[config.mk]
export PLATFORM = sky130hd
export DESIGN_NAME = slurm16_cpu_mem_arbiter
export DESIGN_NICKNAME = d
export VERILOG_FILES = /design/src/rtl/slurm16_mem_pkg.sv /design/src/rtl/slurm16_rr_arbiter.sv /design/src/rtl/slurm16_cpu_mem_arbiter.sv
export SDC_FILE = /design/constraint.sdc
export NUM_CORES = 1
export LEC_CHECK = 0
export CAP_MARGIN = 20
export CORE_MARGIN = 2
export CORE_UTILIZATION = 31
export CTS_BUF_LIST = sky130_fd_sc_hd__clkbuf_16
export DETAILED_ROUTE_END_ITERATION = 10
export PLACE_DENSITY = 0.76
export REMOVE_ABC_BUFFERS = 1
export SLEW_MARGIN = 20
export SYNTH_ARGS = -nofsm -noshare
export SYNTH_HDL_FRONTEND = slang
export SYNTH_SLANG_ARGS = --single-unit
[constraint.sdc]
create_clock -name CLK -period 1.55 [get_ports CLK]
set_clock_uncertainty 0.05 [all_clocks]
set_input_delay 0.31 -clock CLK [delete_from_list [all_inputs] [get_ports CLK]]
set_output_delay 0.31 -clock CLK [all_outputs]
set_load 0.01 [all_outputs]
[src/rtl/slurm16_mem_pkg.sv]
// Shared constants and helpers for the slurm16 memory-side blocks.
package slurm16_mem_pkg;

  localparam int unsigned ARB_RR    = 0;
  localparam int unsigned ARB_FIXED = 1;

  // Width of a channel index; a single channel still gets a 1-bit index.
  function automatic int unsigned clog2_min1(input int unsigned n);
    int unsigned w;
    w = 0;
    while ((32'd1 << w) < n) w++;
    return (w == 0) ? 1 : w;
  endfunction

endpackage

[src/rtl/slurm16_rr_arbiter.sv]
// Combinational N-way arbiter: round-robin from ptr, or fixed lowest-index priority.
module slurm16_rr_arbiter
  import slurm16_mem_pkg::*;
#(
  parameter int unsigned NUM_CH = 2,
  parameter int unsigned IW     = clog2_min1(NUM_CH)
) (
  input  logic [NUM_CH-1:0] req,
  input  logic [IW-1:0]     ptr,
  input  logic              mode,
  output logic [NUM_CH-1:0] grant,
  output logic [IW-1:0]     idx
);

  always_comb begin : arb
    int unsigned cand;
    logic        found;
    grant = '0;
    idx   = '0;
    found = 1'b0;
    cand  = 0;
    // Walk candidates in priority order; the inner loop keeps every select constant.
    for (int unsigned k = 0; k < NUM_CH; k++) begin
      cand = mode ? k : ((32'(ptr) + k) % NUM_CH);
      for (int unsigned j = 0; j < NUM_CH; j++) begin
        if (!found && (j == cand) && req[j]) begin
          grant[j] = 1'b1;
          idx      = IW'(j);
          found    = 1'b1;
        end
      end
    end
  end

endmodule

[src/rtl/slurm16_cpu_mem_arbiter.sv]
// N-channel CPU memory arbiter: one-deep issue register onto the memory port and
// fixed-latency routing of read data back to the channel that issued it.
module slurm16_cpu_mem_arbiter
  import slurm16_mem_pkg::*;
#(
  parameter int unsigned NUM_CH       = 2,
  parameter int unsigned ADDRESS_BITS = 16,
  parameter int unsigned BITS         = 16,
  parameter int unsigned MEM_LATENCY  = 1,
  parameter int unsigned ARB_MODE     = ARB_RR
) (
  input  logic                           CLK,
  input  logic                           RSTb,
  input  logic [NUM_CH-1:0]              ch_req,
  input  logic [NUM_CH-1:0]              ch_wr,
  input  logic [NUM_CH*ADDRESS_BITS-1:0] ch_address,
  input  logic [NUM_CH*BITS-1:0]         ch_wdata,
  input  logic [NUM_CH*(BITS/8)-1:0]     ch_wr_mask,
  output logic [NUM_CH-1:0]              ch_ack,
  output logic [NUM_CH-1:0]              ch_rvalid,
  output logic [BITS-1:0]                ch_rdata,
  output logic [ADDRESS_BITS-1:0]        memory_address,
  output logic [BITS-1:0]                memory_out,
  output logic [BITS/8-1:0]              memory_wr_mask,
  output logic                           memory_wr,
  output logic                           memory_rd,
  input  logic [BITS-1:0]                memory_in,
  input  logic                           memory_success
);

  localparam int unsigned IW = clog2_min1(NUM_CH);
  localparam int unsigned MW = BITS / 8;

  logic                    valid_q, valid_d;
  logic [IW-1:0]           ch_q, ch_d;
  logic                    wr_q, wr_d;
  logic [ADDRESS_BITS-1:0] addr_q, addr_d;
  logic [BITS-1:0]         data_q, data_d;
  logic [MW-1:0]           mask_q, mask_d;
  logic [IW-1:0]           ptr_q, ptr_d;

  logic [MEM_LATENCY-1:0]         rp_vld_q, rp_vld_d;
  logic [MEM_LATENCY-1:0][IW-1:0] rp_ch_q, rp_ch_d;

  logic [NUM_CH-1:0] grant;
  logic [IW-1:0]     win_idx;
  logic              accept;
  logic              load;
  logic              tail_vld;
  logic [IW-1:0]     tail_ch;

  slurm16_rr_arbiter #(
    .NUM_CH (NUM_CH),
    .IW     (IW)
  ) u_arb (
    .req   (ch_req),
    .ptr   (ptr_q),
    .mode  (ARB_MODE == ARB_FIXED),
    .grant (grant),
    .idx   (win_idx)
  );

  assign accept = valid_q & memory_success;
  assign load   = (~valid_q | accept) & (|ch_req);

  always_comb begin
    valid_d = valid_q;
    ch_d    = ch_q;
    wr_d    = wr_q;
    addr_d  = addr_q;
    data_d  = data_q;
    mask_d  = mask_q;
    ptr_d   = ptr_q;
    if (load) begin
      valid_d = 1'b1;
      ch_d    = win_idx;
      wr_d    = ch_wr[win_idx];
      addr_d  = ch_address[32'(win_idx)*ADDRESS_BITS +: ADDRESS_BITS];
      data_d  = ch_wdata[32'(win_idx)*BITS +: BITS];
      mask_d  = ch_wr_mask[32'(win_idx)*MW +: MW];
      if (ARB_MODE == ARB_RR)
        ptr_d = (win_idx == IW'(NUM_CH - 1)) ? '0 : win_idx + 1'b1;
    end else if (accept) begin
      valid_d = 1'b0;
    end
  end

  // Return pipe shifts every cycle regardless of stalls; only accepted reads enter.
  always_comb begin
    rp_vld_d    = '0;
    rp_ch_d     = '0;
    rp_vld_d[0] = accept & ~wr_q;
    rp_ch_d[0]  = ch_q;
    for (int unsigned i = 1; i < MEM_LATENCY; i++) begin
      rp_vld_d[i] = rp_vld_q[i-1];
      rp_ch_d[i]  = rp_ch_q[i-1];
    end
  end

  always_ff @(posedge CLK or negedge RSTb) begin
    if (!RSTb) begin
      valid_q  <= 1'b0;
      ch_q     <= '0;
      wr_q     <= 1'b0;
      addr_q   <= '0;
      data_q   <= '0;
      mask_q   <= '0;
      ptr_q    <= '0;
      rp_vld_q <= '0;
      rp_ch_q  <= '0;
    end else begin
      valid_q  <= valid_d;
      ch_q     <= ch_d;
      wr_q     <= wr_d;
      addr_q   <= addr_d;
      data_q   <= data_d;
      mask_q   <= mask_d;
      ptr_q    <= ptr_d;
      rp_vld_q <= rp_vld_d;
      rp_ch_q  <= rp_ch_d;
    end
  end

  assign tail_vld = rp_vld_q[MEM_LATENCY-1];
  assign tail_ch  = rp_ch_q[MEM_LATENCY-1];

  always_comb begin
    ch_ack    = (load && RSTb) ? grant : '0;
    ch_rvalid = '0;
    ch_rdata  = '0;
    if (tail_vld) begin
      ch_rvalid[tail_ch] = 1'b1;
      ch_rdata           = memory_in;
    end
  end

  assign memory_address = addr_q;
  assign memory_out     = data_q;
  assign memory_wr_mask = mask_q;
  assign memory_wr      = valid_q & wr_q;
  assign memory_rd      = valid_q & ~wr_q;

endmodule

==> results.md, run 1 <==
Status:
- The run finished, with violations left.
- The checks that failed: negative setup slack.

Power:
- Summed over all cells, the static leakage comes to 1.94 nW.
- The net switching power is roughly 0.001 W.
- Per report_power, the clock group accounts for 29.1% of the total.
- For this design the ratio of total power to cell area is 910 nW/um2.
- Net switching is 28.3% of the power.
- The peak supply drop is around 0.52 mV.
- The internal power of the cells totals 0.00248 W.
- Registers are responsible for 37.9% of the overall power.
- Combinational cells account for 33.0% of the total power.
- The post-layout total power is 0.00346 W.

Logic synthesis:
- After synthesis the netlist holds a flip-flop and latch count of 40.
- The share of the Yosys chip area taken by registers is 49.1%.
- The number of different library cells used by synthesis comes to 17.
- The synthesized cell area is about 2000 um2.
- Yosys printed 0 warnings.
- The post-synthesis instance total is 196.
- After synthesis, the mean cell area works out to 10.4 um2.

Die:
- In this run the core area contains 29 standard-cell rows.
- The die span in x is 85.1 um.
- Pin placement for this block handled 147 I/O pins.
- The overall die area is ~7200 um2.
- The die is approximately 85 um tall.
- The initial utilization of the core area, before any placement, comes to 32.1%.
- The placeable core region is 6350 um2.

Place:
- The congestion estimate from routability-driven global placement came to 0.782.
- Buffers placed on the I/O ports in this run total roughly 150.
- OpenSTA, run right after detailed placement, puts the worst setup slack at -0.706 ns.
- The number of placed instances, taps included, is between 400 and 500.
- The placed wire-length estimate after detailed placement is 4980 um.

Worst setup path:
- The capturing element type of the critical path is a primary output.
- The buffer and inverter count on the worst path is 1.
- The worst setup path is launched from a flip-flop.
- The kind of critical path is flip-flop to primary output.
- Walking the worst path, the cells encountered are nor2b_4 > a211oi_4 > and2_4 > buf_6.
- The critical-path cell with the highest stage delay is sky130_fd_sc_hd__dfrtp_1.
- Of all nets on the critical path, the largest fanout is 3.
- For the worst setup path, the data required time is 1.19 ns.
- For the worst setup path, the data arrival time is 1.28 ns.
- The largest single stage delay on the critical path is 0.39 ns.
- The category of cells accounting for the largest share of critical-path delay is flip-flops.

Final layout:
- The area growth from synthesis to layout is 86.7%.
- The fraction of final layout cells sized beyond drive strength 1 is 16.3%.
- The repair_antennas step left the layout with diodes totalling 0.
- Cells fill 59.9% of the core in the end.
- The total of fill cells in the finished design is 560.
- The storage element area is 1000 um2.
- The area used by multi-input combinational logic is 906 um2.
- The net count of the finished layout is 440.
- The count of cells in the finished layout, fillers not included, comes to between 400 and 500.

Clock tree:
- The insertion delay to the later sink of the worst-skew pair is 0.28 ns.
- The number of sinks on the clock net is 40.
- No sink is reached through more buffers than the 2 on the longest clock path.
- The clock transition at the register clock pins on the worst setup and hold paths after CTS is 0.06 ns.
- Clock tree synthesis inserted a total of 5 buffers.
- The depth of the CTS H-tree is 2.
- The clock root buffer master is sky130_fd_sc_hd__clkbuf_16.
- The CTS tree is yes.

STA:
- The final number of max-transition violations was 0.
- Measured against its own limit, the worst slew margin works out to 72.6%.
- Setup violations remaining at the end of the flow were counted as 37.
- The final number of hold-violating endpoints is 0.
- After routing, the total negative slack on setup checks comes to -1.31 ns.
- For the pin with the worst max-slew slack, the measured transition is 0.411 ns.
- After layout, the worst path uses 106% of the clock period.
- Setup repair after global routing could not meet its margin everywhere.
- Based on the critical path, the design can be clocked at up to 610 MHz.
- Setup slack on the critical path of the routed design comes to -0.0907 ns.
- For the finished layout, the period the worst path requires is roughly 1.6 ns.

Detailed routing:
- Dividing the detail-routed via count by the number of cells gives 5.20.
- After detailed routing, the total wire length is 7370 um.
- The total DRC errors in the routed layout is 0.
- The via count of the routed design is 2221.
- The remaining number of nets flagged by the antenna check after routing is 0.
- After detailed routing, the average wire length per cell comes to roughly 17 um.
- The initial DRC count is 80.
- The number of search-and-repair iterations in the first detailed-routing pass is 4.

Global routing:
- The wire length of the first global-routing pass is approximately 11000 um.
- The maximum number of pins on one net before global-route repair is 38.
- Summed over all layers, the global routing overflow is 0.
- The number of antenna violations at the first check in global routing was 0.
- The combined global-route utilization of all metal layers is about a fifth.
- The number of global-route vias before repair is ~2200.

Run:
- The count of maximum capacitance violations is 0.

Worst hold path:
- The kind of path behind the tightest hold check is primary input to asynchronous set/reset pin.
## flip-flops by register name (all words and copies together) (netlist names)
signal and count:
ch_q 1, memory_address 16, memory_out 16, memory_wr_mask 2, ptr_q 1, rp_ch_q 1, rp_vld_q 1, valid_q 1
wr_q 1
## repair_timing
action	4_1_cts	5_1_grt
setup buffers	0	1
resized for setup	70	53
pin swaps	4	1
hold buffers	1	0
endpoints found under the setup margin	66	80
endpoints found under the hold margin	11	0
cloned	0	3
## metal layers
layer	global-route usage (%)	wire, um
met5	0	0
met4	5.92	115
met3	6.52	745
met2	31.3	3400
met1	23.6	3100
## power groups by stage
stage,registers (W),clock network (W),logic [W]
after detailed placement,0.00132,0,0.00119
final,0.00131,0.00101,0.00114
after floorplan,0.00139,0,0.000321
after CTS,0.00131,0.00103,0.00115
after global placement,0.00133,0,0.00117
after global routing,0.00133,0.00109,0.00123
## cell type report
| type | count | area share (%) |
|---|---|---|
| clock buffers | 5 | 3.29 |
| well taps | 77 | 2.53 |
| inverters | 1 | 0.0987 |
| flip-flops and latches | 40 | 26.4 |
| repair buffers | 165 | 43.4 |
| clock inverters | 3 | 0.494 |
| multi-input cells | 136 | 23.8 |
## path summary, 6_finish.rpt
kind / startpoint / end / slack [ns] / cells after the start
max in group asynchronous: RSTb / rp_vld_q$_DFF_PN0_ / 0.73 / 3
hold / removal: RSTb / memory_out[15]$_DFFE_PN0P_ / 0.06 / 2
setup / recovery: valid_q$_DFFE_PN0P_ / ch_ack[0] / -0.09 / 4
hold reg to reg: ch_q$_DFFE_PN0P_ / rp_ch_q$_DFF_PN0_ / 0.33 / 0
min in group CLK: ch_q$_DFFE_PN0P_ / rp_ch_q$_DFF_PN0_ / 0.33 / 0
setup reg to reg: valid_q$_DFFE_PN0P_ / memory_out[9]$_DFFE_PN0P_ / -0.06 / 5
## cell families after synthesis
group / synth area share, %
buffers and inverters: 7.62
AOI/OAI and AO/OA: 19.5
and+or+nand+nor: 23.8
DFF: 49.1
## Yosys cell counts (all sizes together)
| master | instances | area [um2] |
|---|---|---|
| nor2b | 4 | 32.5 |
| and2 | 21 | 131 |
| a211oi | 1 | 20.0 |
| a21o | 2 | 15.0 |
| clkbuf | 1 | 3.75 |
| buf | 18 | 148 |
| nor3b | 1 | 7.51 |
| a221o | 35 | 350 |
| o21bai | 1 | 11.3 |
| dfrtp | 40 | 1000 |
| inv | 1 | 3.75 |
| nand2 | 35 | 131 |
| nor3 | 35 | 175 |
| or3 | 1 | 6.26 |
## cells in the final DEF (no fill, tap or decap)
| master | count |
|---|---|
| sky130_fd_sc_hd__clkinv_1 | 1 |
| sky130_fd_sc_hd__clkbuf_2 | 16 |
| sky130_fd_sc_hd__dlygate4sd2_1 | 10 |
| sky130_fd_sc_hd__or3_1 | 1 |
| sky130_fd_sc_hd__dlygate4sd3_1 | 1 |
| sky130_fd_sc_hd__nor3_1 | 35 |
| sky130_fd_sc_hd__clkdlybuf4s50_1 | 87 |
| sky130_fd_sc_hd__a211oi_4 | 1 |
| sky130_fd_sc_hd__a21o_1 | 2 |
| sky130_fd_sc_hd__and2_4 | 1 |
| sky130_fd_sc_hd__dfrtp_2 | 1 |
| sky130_fd_sc_hd__clkinvlp_4 | 2 |
| sky130_fd_sc_hd__buf_4 | 9 |
| sky130_fd_sc_hd__o21bai_4 | 1 |
| sky130_fd_sc_hd__nor3b_2 | 1 |
| sky130_fd_sc_hd__nand2_1 | 35 |
| sky130_fd_sc_hd__buf_12 | 3 |
| sky130_fd_sc_hd__buf_6 | 7 |
| sky130_fd_sc_hd__dfrtp_1 | 39 |
| sky130_fd_sc_hd__a221o_1 | 35 |
| sky130_fd_sc_hd__nor2b_1 | 1 |
| sky130_fd_sc_hd__nor2b_4 | 2 |
| sky130_fd_sc_hd__inv_2 | 1 |
| sky130_fd_sc_hd__clkbuf_16 | 7 |
| sky130_fd_sc_hd__dlymetal6s2s_1 | 26 |
| sky130_fd_sc_hd__and2_1 | 20 |
| sky130_fd_sc_hd__nor2b_2 | 1 |
| sky130_fd_sc_hd__buf_2 | 4 |
## through the flow
| step | hold slack [ns] | instance area, um2 |
|---|---|---|
| after global placement | 0.208 | 3570 |
| after floorplan | -0.0356 | 1890 |
| after detailed placement | 0.223 | 3570 |
| after CTS | 0.0704 | 3720 |
| final | 0.0585 | 3800 |
| after global routing | 0.0915 | 3800 |
Note: power is estimated with default switching activity, not from simulation.
==> inputs of run 2 (changes only) <==
- CORE_MARGIN: 2 -> 1.5
==> run 2 against run 1 <==
The run still ends with negative setup slack left. Sequential cell count stayed put. Die area is 2.3% lower. Setup slack worse by 0.067 ns. Hold slack worse by 0.025 ns. Routed wire length is 8.9% lower. Global-route usage is 0.27 points lower. Via count is 3.2% lower. Critical path depth is 1 higher. Total power is 1.9% lower. First-iteration DRC count is 18% lower. Clock power is 5% lower. Critical path type unchanged. Highest routed layer unchanged.
==> results.md, run 2 (same netlist as run 1, synthesis figures left out) <==
Status:
- The flow ran to the end, but the final reports show violations.
- The checks that failed: negative setup slack.

Worst setup path:
- The category of cells accounting for the largest share of critical-path delay is flip-flops.
- The kind of critical path is flip-flop to primary output.
- The largest individual stage delay along the critical path comes from the cell sky130_fd_sc_hd__dfrtp_1.
- The capturing element type of the critical path is a primary output.
- Data arrives at the worst endpoint at 1.35 ns.
- The stage delay of the slowest cell on the critical path is between 0.3 and 0.4 ns.
- The worst setup path is launched from a flip-flop.
- The required time of the worst setup path is about 1.2 ns.
- The buffer and inverter count on the worst path is 2.
- The setup check on the worst reg-to-reg path leaves a slack of -0.14 ns.
- The critical path runs through a total of 5 cells.
- Walking the worst path, the cells encountered are nor2b_4 > buf_12 > a211oi_4 > and2_1 > buf_2.
- The worst reg2reg path endpoint is memory_out[4]$_DFFE_PN0P_.
- The highest net fanout along the worst path is 2.
- The source of the worst register-to-register timing path is valid_q$_DFFE_PN0P_.
- The worst reg-to-reg path cell count is 6.

Clock tree:
- The CTS tree is yes.
- The clock buffer count from CTS is 5.
- The clock transition at the register clock pins on the worst setup and hold paths after CTS is 0.06 ns.
- The clock net in this run drives a total of 40 sinks.
- The depth of the CTS H-tree is 2.
- The clock passes through at most 2 buffers.
- For the worst-skew pair, the clock arrives at the later sink with an insertion delay of around 0.27 ns.
- In this run the clock root is driven by a sky130_fd_sc_hd__clkbuf_16.
- The hold buffer count at cts is 0.

Detailed routing:
- The detail route stage leaves a number of antenna-violating nets equal to 0.
- The total DRC errors in the routed layout is 0.
- For this run, the detailed router's first-pass iteration total came to 4.
- The final route contains ~2100 vias.
- In the routed layout, each cell is associated on average with a via count of between 5 and 6.
- The routed length per instance is 15.9 um.
- The initial DRC count is 66.
- Summed over all layers, the routed wires come to 6710 um.

Die:
- The top-level port count is approximately 150.
- The number of rows created at floorplan is 29.
- The vertical die dimension is 84.1 um.
- The overall die area is 7070 um2.
- The starting utilization of the core area is 32.1%.
- The placeable core region is 6350 um2.
- The die is 84.1 um wide.

Place:
- The setup slack after placement is -0.809 ns.
- The placed wire-length estimate after detailed placement is about 4800 um.
- The number of buffers added on ports is 146.
- The final weighted congestion in routability-driven placement is between 0.7 and 0.8.
- After detailed placement, the total cell area comes to approximately 3600 um2.

Worst hold path:
- The tightest min-delay check is of the primary input to asynchronous set/reset pin type.

STA:
- Setup violations remaining at the end of the flow were counted as 38.
- The final number of max-transition violations is 0.
- The final number of hold-violating endpoints was 0.
- In this run the tightest slew margin relative to its limit is around three quarters.
- For the pin with the worst max-slew slack, the measured transition is 0.395 ns.
- The worst setup slack after layout is -0.158 ns.
- Setup repair after global routing could not meet its margin everywhere.
- Dividing the final minimum period by the clock period gives 110%.
- The maximum operating frequency is 586 MHz.
- After layout, the minimum clock period comes to ~1.7 ns.
- Final hold analysis gives a worst-case slack of 0.0335 ns.

Final layout:
- The top cell types in the final layout, fill and taps aside, are sky130_fd_sc_hd__clkdlybuf4s50_1, sky130_fd_sc_hd__dfrtp_1, sky130_fd_sc_hd__nand2_1, sky130_fd_sc_hd__nor3_1, sky130_fd_sc_hd__a221o_1.
- The fraction of final layout cells sized beyond drive strength 1 is 15.0%.
- The total of fill cells in the finished design is 558.
- Compared with the post-synthesis result, the final layout area differs by 83.6%.
- The commonest non-fill, non-tap cell in the layout is sky130_fd_sc_hd__clkdlybuf4s50_1.
- The number of antenna repair diodes is 0.
- In the final design database the tool counted roughly 440 nets.
- The cell area after layout is 3740 um2.

Global routing:
- The maximum number of pins on one net before global-route repair is 38.
- The combined global-route utilization of all metal layers is 18.8%.
- The number of antenna violations at the first check in global routing came to 0.
- The wire length of the first global-routing pass is 10700 um.
- The number of global-route vias before repair is roughly 2100.
- The total grt overflow is 0.

Power:
- The analysis attributes to cell leakage a power of 1.90 nW.
- The peak supply drop is roughly 0.53 mV.
- For this design the ratio of total power to cell area is 908 nW/um2.

Run:
- The count of maximum capacitance violations is 0.
-- run 2: changes by cell type in the layout (fill, tap and decap cells not counted), moves of 2 or more --
| cell | delta |
|---|---|
| sky130_fd_sc_hd__buf_6 | -3 |
| sky130_fd_sc_hd__dlygate4sd2_1 | -4 |
| sky130_fd_sc_hd__clkbuf_16 | -2 |
| sky130_fd_sc_hd__clkinvlp_4 | -2 |
| sky130_fd_sc_hd__clkdlybuf4s50_1 | +5 |
-- run 2: cell type report --
class,count,area [um2],area share [%]
timing repair buffer,162,1590,42.6
sequential,40,1000,26.8
multi-input combinational,136,911,24.4
clock buffer,5,125,3.35
tap,77,96.3,2.58
clock inverter,2,8.76,0.234
inverter,1,3.75,0.100
-- run 2: worst max path at each step --
stage                                   start        end  slack, ns
after global placement         memory_success  ch_ack[1]      -0.80
final                     valid_q$_DFFE_PN0P_  ch_ack[0]      -0.16
after global routing      valid_q$_DFFE_PN0P_  ch_ack[0]      -0.22
after detailed placement       memory_success  ch_ack[1]      -0.81
after floorplan             ptr_q$_DFFE_PN0P_  ch_ack[1]      -0.83
after CTS                 valid_q$_DFFE_PN0P_  ch_ack[0]      -0.17
-- run 2: timing repair --
| action | CTS | global route |
|---|---|---|
| pin swaps | 4 | 1 |
| endpoints found under the setup margin | 62 | 83 |
| buffers inserted | 1 | 1 |
| endpoints found under the hold margin | 0 | 0 |
| resized for setup | 64 | 46 |
-- run 2: layer usage --
metal | vias up | wire length (um) | global-route usage [%] | part of all wire, %
li1 | 1021 | - | - | -
met1 | 1001 | 2830 | 23.8 | 42
met2 | 121 | 3180 | 31.1 | 47
met3 | 6 | 629 | 5.64 | 9.4
met4 | 0 | 75 | 5.22 | 1.1
met5 | - | 0 | 0 | 0
-- run 2: stage by stage --
step / utilization [%] / power, W / cells / TNS, ns
floorplan: - / 0.00171 / 177 / -25.14
global placement: 56.9 / 0.00251 / 416 / -29.27
detailed placement: 56.9 / 0.00253 / 416 / -29.72
CTS: 59.0 / 0.00347 / 423 / -4.95
global route: 58.9 / 0.00358 / 423 / -6.31
finish: 58.9 / 0.00340 / 423 / -4.52
-- run 2: worst register-to-register path, cell delays in order (launching register included) --
cell and delay [ns]:
sky130_fd_sc_hd__dfrtp_1 0.37, sky130_fd_sc_hd__nor2b_4 0.14, sky130_fd_sc_hd__buf_12 0.12, sky130_fd_sc_hd__buf_6 0.19
sky130_fd_sc_hd__o21bai_4 0.23, sky130_fd_sc_hd__buf_12 0.16, sky130_fd_sc_hd__a221o_1 0.31
-- run 2: report_power, final --
part           internal, W  leakage [nW]  switching, W
sequential         0.00121         0.490     0.0000998
combinational     0.000681          1.34      0.000448
clock             0.000578        0.0709      0.000379
total              0.00247          1.90      0.000927
